--- src/rtl/btn_repeat_gen_pkg.sv ---
// Shared button-path definitions: channel state encodings,
// default timing constants and the counter width helper.
package btn_repeat_gen_pkg;

  typedef enum logic [1:0] {
    ST_IDLE   = 2'd0,
    ST_DELAY  = 2'd1,
    ST_REPEAT = 2'd2
  } btn_state_e;

  localparam int DEF_PIN_NUM       = 3;
  localparam int DEF_DELAY_CYCLES  = 12_500_000;
  localparam int DEF_REPEAT_CYCLES = 2_500_000;

  function automatic int cnt_width(
    input int dly,
    input int rep
  );
    int m;
    m = (dly > rep) ? dly : rep;
    return (m > 2) ? $clog2(m) : 1;
  endfunction

endpackage

--- src/rtl/btn_repeat_chan.sv ---
// One button channel: press edge, delay/repeat FSM, counter.
// BTN_RELEASE_PULSE_EN adds a registered release_pulse output.
module btn_repeat_chan
  import btn_repeat_gen_pkg::*;
#(
  parameter int DELAY_CYCLES  = DEF_DELAY_CYCLES,
  parameter int REPEAT_CYCLES = DEF_REPEAT_CYCLES,
  parameter int CNT_W         = cnt_width(DELAY_CYCLES, REPEAT_CYCLES)
) (
  input  logic clk,
  input  logic rst_n,
  input  logic pin_in,
  input  logic repeat_en,
`ifdef BTN_RELEASE_PULSE_EN
  output logic release_pulse,
`endif
  output logic press_pulse,
  output logic held
);

  localparam logic [CNT_W-1:0] DLY_END = CNT_W'(DELAY_CYCLES - 1);
  localparam logic [CNT_W-1:0] REP_END = CNT_W'(REPEAT_CYCLES - 1);

  btn_state_e       r_state;
  logic [CNT_W-1:0] r_cnt;
  logic             r_prev;
  logic             r_pulse;
  logic             r_held;
  logic             w_edge;

`ifdef BTN_RELEASE_PULSE_EN
  logic r_rel;
  assign release_pulse = r_rel;
`endif

  assign w_edge      = pin_in & ~r_prev;
  assign press_pulse = r_pulse;
  assign held        = r_held;

  // prev resets high so a button held through reset is ignored
  always_ff @(posedge clk or negedge rst_n) begin
    if (!rst_n) begin
      r_state <= ST_IDLE;
      r_cnt   <= '0;
      r_prev  <= 1'b1;
      r_pulse <= 1'b0;
      r_held  <= 1'b0;
`ifdef BTN_RELEASE_PULSE_EN
      r_rel   <= 1'b0;
`endif
    end else begin
      r_prev  <= pin_in;
      r_pulse <= 1'b0;
`ifdef BTN_RELEASE_PULSE_EN
      r_rel   <= 1'b0;
`endif
      unique case (r_state)
        ST_IDLE: begin
          if (w_edge) begin
            r_state <= ST_DELAY;
            r_cnt   <= '0;
            r_pulse <= 1'b1;
            r_held  <= 1'b1;
          end
        end
        ST_DELAY: begin
          if (!pin_in) begin
            r_state <= ST_IDLE;
            r_cnt   <= '0;
            r_held  <= 1'b0;
`ifdef BTN_RELEASE_PULSE_EN
            r_rel   <= 1'b1;
`endif
          end else if (r_cnt == DLY_END) begin
            if (repeat_en) begin
              r_state <= ST_REPEAT;
              r_cnt   <= '0;
              r_pulse <= 1'b1;
            end
          end else begin
            r_cnt <= r_cnt + CNT_W'(1);
          end
        end
        ST_REPEAT: begin
          if (!pin_in) begin
            r_state <= ST_IDLE;
            r_cnt   <= '0;
            r_held  <= 1'b0;
`ifdef BTN_RELEASE_PULSE_EN
            r_rel   <= 1'b1;
`endif
          end else if (!repeat_en) begin
            // parked at delay terminal: re-enable fires next cycle
            r_state <= ST_DELAY;
            r_cnt   <= DLY_END;
          end else if (r_cnt == REP_END) begin
            r_cnt   <= '0;
            r_pulse <= 1'b1;
          end else begin
            r_cnt <= r_cnt + CNT_W'(1);
          end
        end
        default: begin
          r_state <= ST_IDLE;
          r_cnt   <= '0;
          r_held  <= 1'b0;
        end
      endcase
    end
  end

endmodule

--- src/rtl/btn_repeat_gen.sv ---
// Button press/auto-repeat event generator, one channel per pin.
// BTN_RELEASE_PULSE_EN adds the release_pulse output.
module btn_repeat_gen
  import btn_repeat_gen_pkg::*;
#(
  parameter int PIN_NUM       = DEF_PIN_NUM,
  parameter int DELAY_CYCLES  = DEF_DELAY_CYCLES,
  parameter int REPEAT_CYCLES = DEF_REPEAT_CYCLES
) (
  input  logic               clk,
  input  logic               rst_n,
  input  logic [PIN_NUM-1:0] pin_in,
  input  logic [PIN_NUM-1:0] repeat_en,
`ifdef BTN_RELEASE_PULSE_EN
  output logic [PIN_NUM-1:0] release_pulse,
`endif
  output logic [PIN_NUM-1:0] press_pulse,
  output logic [PIN_NUM-1:0] held
);

  localparam int CNT_W = cnt_width(DELAY_CYCLES, REPEAT_CYCLES);

  for (genvar g = 0; g < PIN_NUM; g++) begin : g_chan
    btn_repeat_chan #(
      .DELAY_CYCLES  (DELAY_CYCLES),
      .REPEAT_CYCLES (REPEAT_CYCLES),
      .CNT_W         (CNT_W)
    ) u_chan (
      .clk           (clk),
      .rst_n         (rst_n),
      .pin_in        (pin_in[g]),
      .repeat_en     (repeat_en[g]),
`ifdef BTN_RELEASE_PULSE_EN
      .release_pulse (release_pulse[g]),
`endif
      .press_pulse   (press_pulse[g]),
      .held          (held[g])
    );
  end

endmodule

--- config.mk ---
export PLATFORM = sky130hd
export DESIGN_NAME = btn_repeat_gen
export DESIGN_NICKNAME = d
export VERILOG_FILES = /design/src/rtl/btn_repeat_gen_pkg.sv /design/src/rtl/btn_repeat_chan.sv /design/src/rtl/btn_repeat_gen.sv
export SDC_FILE = /design/constraint.sdc
export NUM_CORES = 1
export LEC_CHECK = 0
export CAP_MARGIN = 15
export CORE_AREA = 2 2 155 112
export CTS_CLUSTER_SIZE = 12
export DETAILED_ROUTE_END_ITERATION = 10
export DIE_AREA = 0 0 157 114
export PLACE_DENSITY = 0.6
export REMOVE_ABC_BUFFERS = 1
export SLEW_MARGIN = 15
export SYNTH_ARGS = -nofsm -noshare
export SYNTH_HDL_FRONTEND = slang
export SYNTH_SLANG_ARGS = --single-unit
--- constraint.sdc ---
create_clock -name clk -period 8.6 [get_ports clk]
set_input_delay 1.72 -clock clk [delete_from_list [all_inputs] [get_ports clk]]
set_output_delay 1.72 -clock clk [all_outputs]
set_load 0.03 [all_outputs]
==> summary.txt <==
Setup TNS Final = 0 ns
TritonCTS clock tree = built
sequential area share after synthesis = 38.7%
most common cell after layout, fill and taps aside = dfrtp_1
most frequent cells in the layout = dfrtp_1 (84), o21ai_0 (59), nand2_1 (57)
row cnt = 40
Setup violations, final = 0
simple-gate share of the synthesized area = 28.8%
mux cell area share after synthesis = 0.933%
min-delay worst type = reg -> reg
outcome = finished clean
chip width = 157 um
CTS clk-pin slew, worst paths = 0.07 ns
first-pass GRT wire length = 24.6 mm
Via Count = 5245
Peak supply drop = 0.129 mV
CTS Hold Bufs = 0
vias in the first global route = 4985
CP Launch Type = primary input
Cell Area, Synth = 5640 um2
post-route ant nets = 0
EDFF count, synth = 0
Hold Path Sink = g_chan[2].u_chan.r_cnt[16]$_DFFE_PN0P_
reg2reg end = g_chan[0].u_chan.r_cnt[17]$_DFFE_PN0P_
Final Power = 0.00115 W
Post-Synth Adder-Cell Area = 3.33%
fin worst setup slack = 4.66 ns
Post-CTS Setup Inserts = 0
initial antenna violation count = 0
die area = 17900 um2
top cell type's share of synthesized area = 37.3%
Place WS = 4.17 ns
Vias/cell = 5.91
asr flop ratio synth = 100%
min-delay src = g_chan[2].u_chan.r_cnt[16]$_DFFE_PN0P_
Unique masters post-synth = 65
Synth area leader = dfrtp_1
# nets final = 674
Inserted Clock Buffers = 9
Clock Sinks = 87
crit path kind = in -> reg
Leakage = 2.51 nW
R2R cell count = 5
worst-margin pin slew = 1.01 ns
CP Capture Type = flop
R2R Path Start = g_chan[0].u_chan.r_cnt[16]$_DFFE_PN0P_
PD cells = 184 nW/um2
post-layout min period = 3.94 ns
Antenna Cells = 0
Syn. warnings = 0
Worst EP arrival = 4.23 ns
R2R Setup Slk = 5.06 ns
Max Cap Viol = 0
post-synthesis xor/xnor area fraction = 0%
critical path required time = 8.89 ns
GRT overflow = 0
WL/cell = 16.0 um
PortBufs = 13
WL final = 14.2 mm
drt pass-1 iters = 5
global placer's final weighted congestion = 0.857
CTS Root Cell = clkbuf_16
largest net degree at the start of global routing = 55
clock buffer depth = 2
largest family of logic cells by synthesized area = simple AND/OR/NAND/NOR gates
hold path cells = 1
Final Instance Area = 6250 um2
io pins = 14
CTS resizes = 0
Synth Area in Compound Gates = 23.9%
fraction of layout cells with a size suffix above 1 = 5.95%
die height = 114 um
dpl hpwl = 9.75 mm
FF+latch count, synth = 87
final period utilization = 45.8%
Synth Instances = 655
Final Max Slew Viols = 0
area delta synth->final = 10.9%
Core ar. = 16600 um2
Initial Util = 34.0%
Slew headroom = 32.6%
final hold vios = 0
clock skew = 0.0119 ns
initial drt markers = 592
GRT Total Usage = 16.9%
RSZ-0062 raised after global routing = false
Main synth FF type = dfrtp_1
Peak Freq = 254 MHz
Avg Inst Size Synth = 8.60 um2
Max FO, Critical Path = 22
DRC = 0
# H-tree levels = 3
area post-placement = 5950 um2
Clk Latency, worst-skew pair = 0.35 ns
Synth area leaders = dfrtp_1 (37%), o21ai_0 (5.2%), nand3_1 (5.0%)
==> report_power, final <==
part	internal (W)	switching (W)	total (W)	leakage [nW]
clock network	0.000205	0.000172	0.000377	0.143
logic	0.000110	0.000217	0.000326	1.18
registers	0.000431	0.0000180	0.000449	1.19
total	0.000746	0.000407	0.00115	2.51
==> cells in the mapped netlist, types with 15 or more instances <==
master	n
a21oi_1	28
a221o_1	16
clkbuf_1	18
dfrtp_1	84
ha_1	15
inv_1	21
nand2_1	57
nand3_1	56
nand4_1	19
nor2_1	41
nor3_1	22
nor4_1	15
o21ai_0	59
==> through the flow <==
stage,cells,utilization (%),hold WS (ns)
2_1_floorplan,623,-,0.460
3_3_place_gp,871,35.9,0.497
3_5_place_dp,871,35.9,0.496
4_1_cts,887,37.6,0.507
5_1_grt,887,37.7,0.556
6_report,887,37.7,0.510
==> worst max-delay path, cell delays in order <==
cell and delay, ns:
clkdlybuf4s50_1 0.56, inv_1 0.08, o21ai_0 0.52, o41ai_2 0.18, buf_4 0.25, a21o_1 0.32, or4_1 0.52, nand3_1 0.08
==> registers in the layout, summed over array words and instances, names as in the netlist <==
register and cells:
g_chan.u_chan.press_pulse 3, g_chan.u_chan.r_state 6, g_chan.u_chan.r_cnt 72, g_chan.u_chan.r_prev 3, g_chan.u_chan.held 3
==> final cells by class <==
class | count | area [um2]
Fill cell | 1655 | 10300
Clock inverter | 6 | 41.3
Tap cell | 231 | 289
Clock buffer | 10 | 239
Sequential cell | 87 | 2180
Timing Repair Buffer | 17 | 158
Multi-Input combinational cell | 515 | 3260
Inverter | 21 | 78.8
==> cells by family (layout without fill, tap and decap cells) <==
family / after synthesis / in the layout
compound gates: 193 / 193
simple gates: 302 / 302
buf+inv: 53 / 54
fa+ha+maj: 15 / 15
flops: 87 / 87
mux: 5 / 5
==> metal layers <==
metal	vias up	track usage, %	part of all wire (%)
met5	-	0	0
met1	2556	24.5	49
met4	0	5.44	1.6
met2	165	25.0	43
met3	25	3.65	6.5
li1	2499	-	-
==> how the worst max path moves through the flow <==
stage                  from                                      to  slack [ns]  cells past startpoint
6_report          pin_in[1]  g_chan[1].u_chan.r_cnt[12]$_DFFE_PN0P_        4.66                      8
5_1_grt           pin_in[0]  g_chan[0].u_chan.r_cnt[14]$_DFFE_PN0P_        4.49                      6
4_1_cts           pin_in[1]   g_chan[1].u_chan.r_cnt[1]$_DFFE_PN0P_        4.58                      6
3_5_place_dp      pin_in[2]  g_chan[2].u_chan.r_cnt[15]$_DFFE_PN0P_        4.17                      7
3_3_place_gp      pin_in[1]   g_chan[1].u_chan.r_cnt[1]$_DFFE_PN0P_        4.32                      6
2_1_floorplan  repeat_en[2]  g_chan[2].u_chan.r_cnt[15]$_DFFE_PN0P_        4.10                      4
Power figures use the tool's default switching activity.
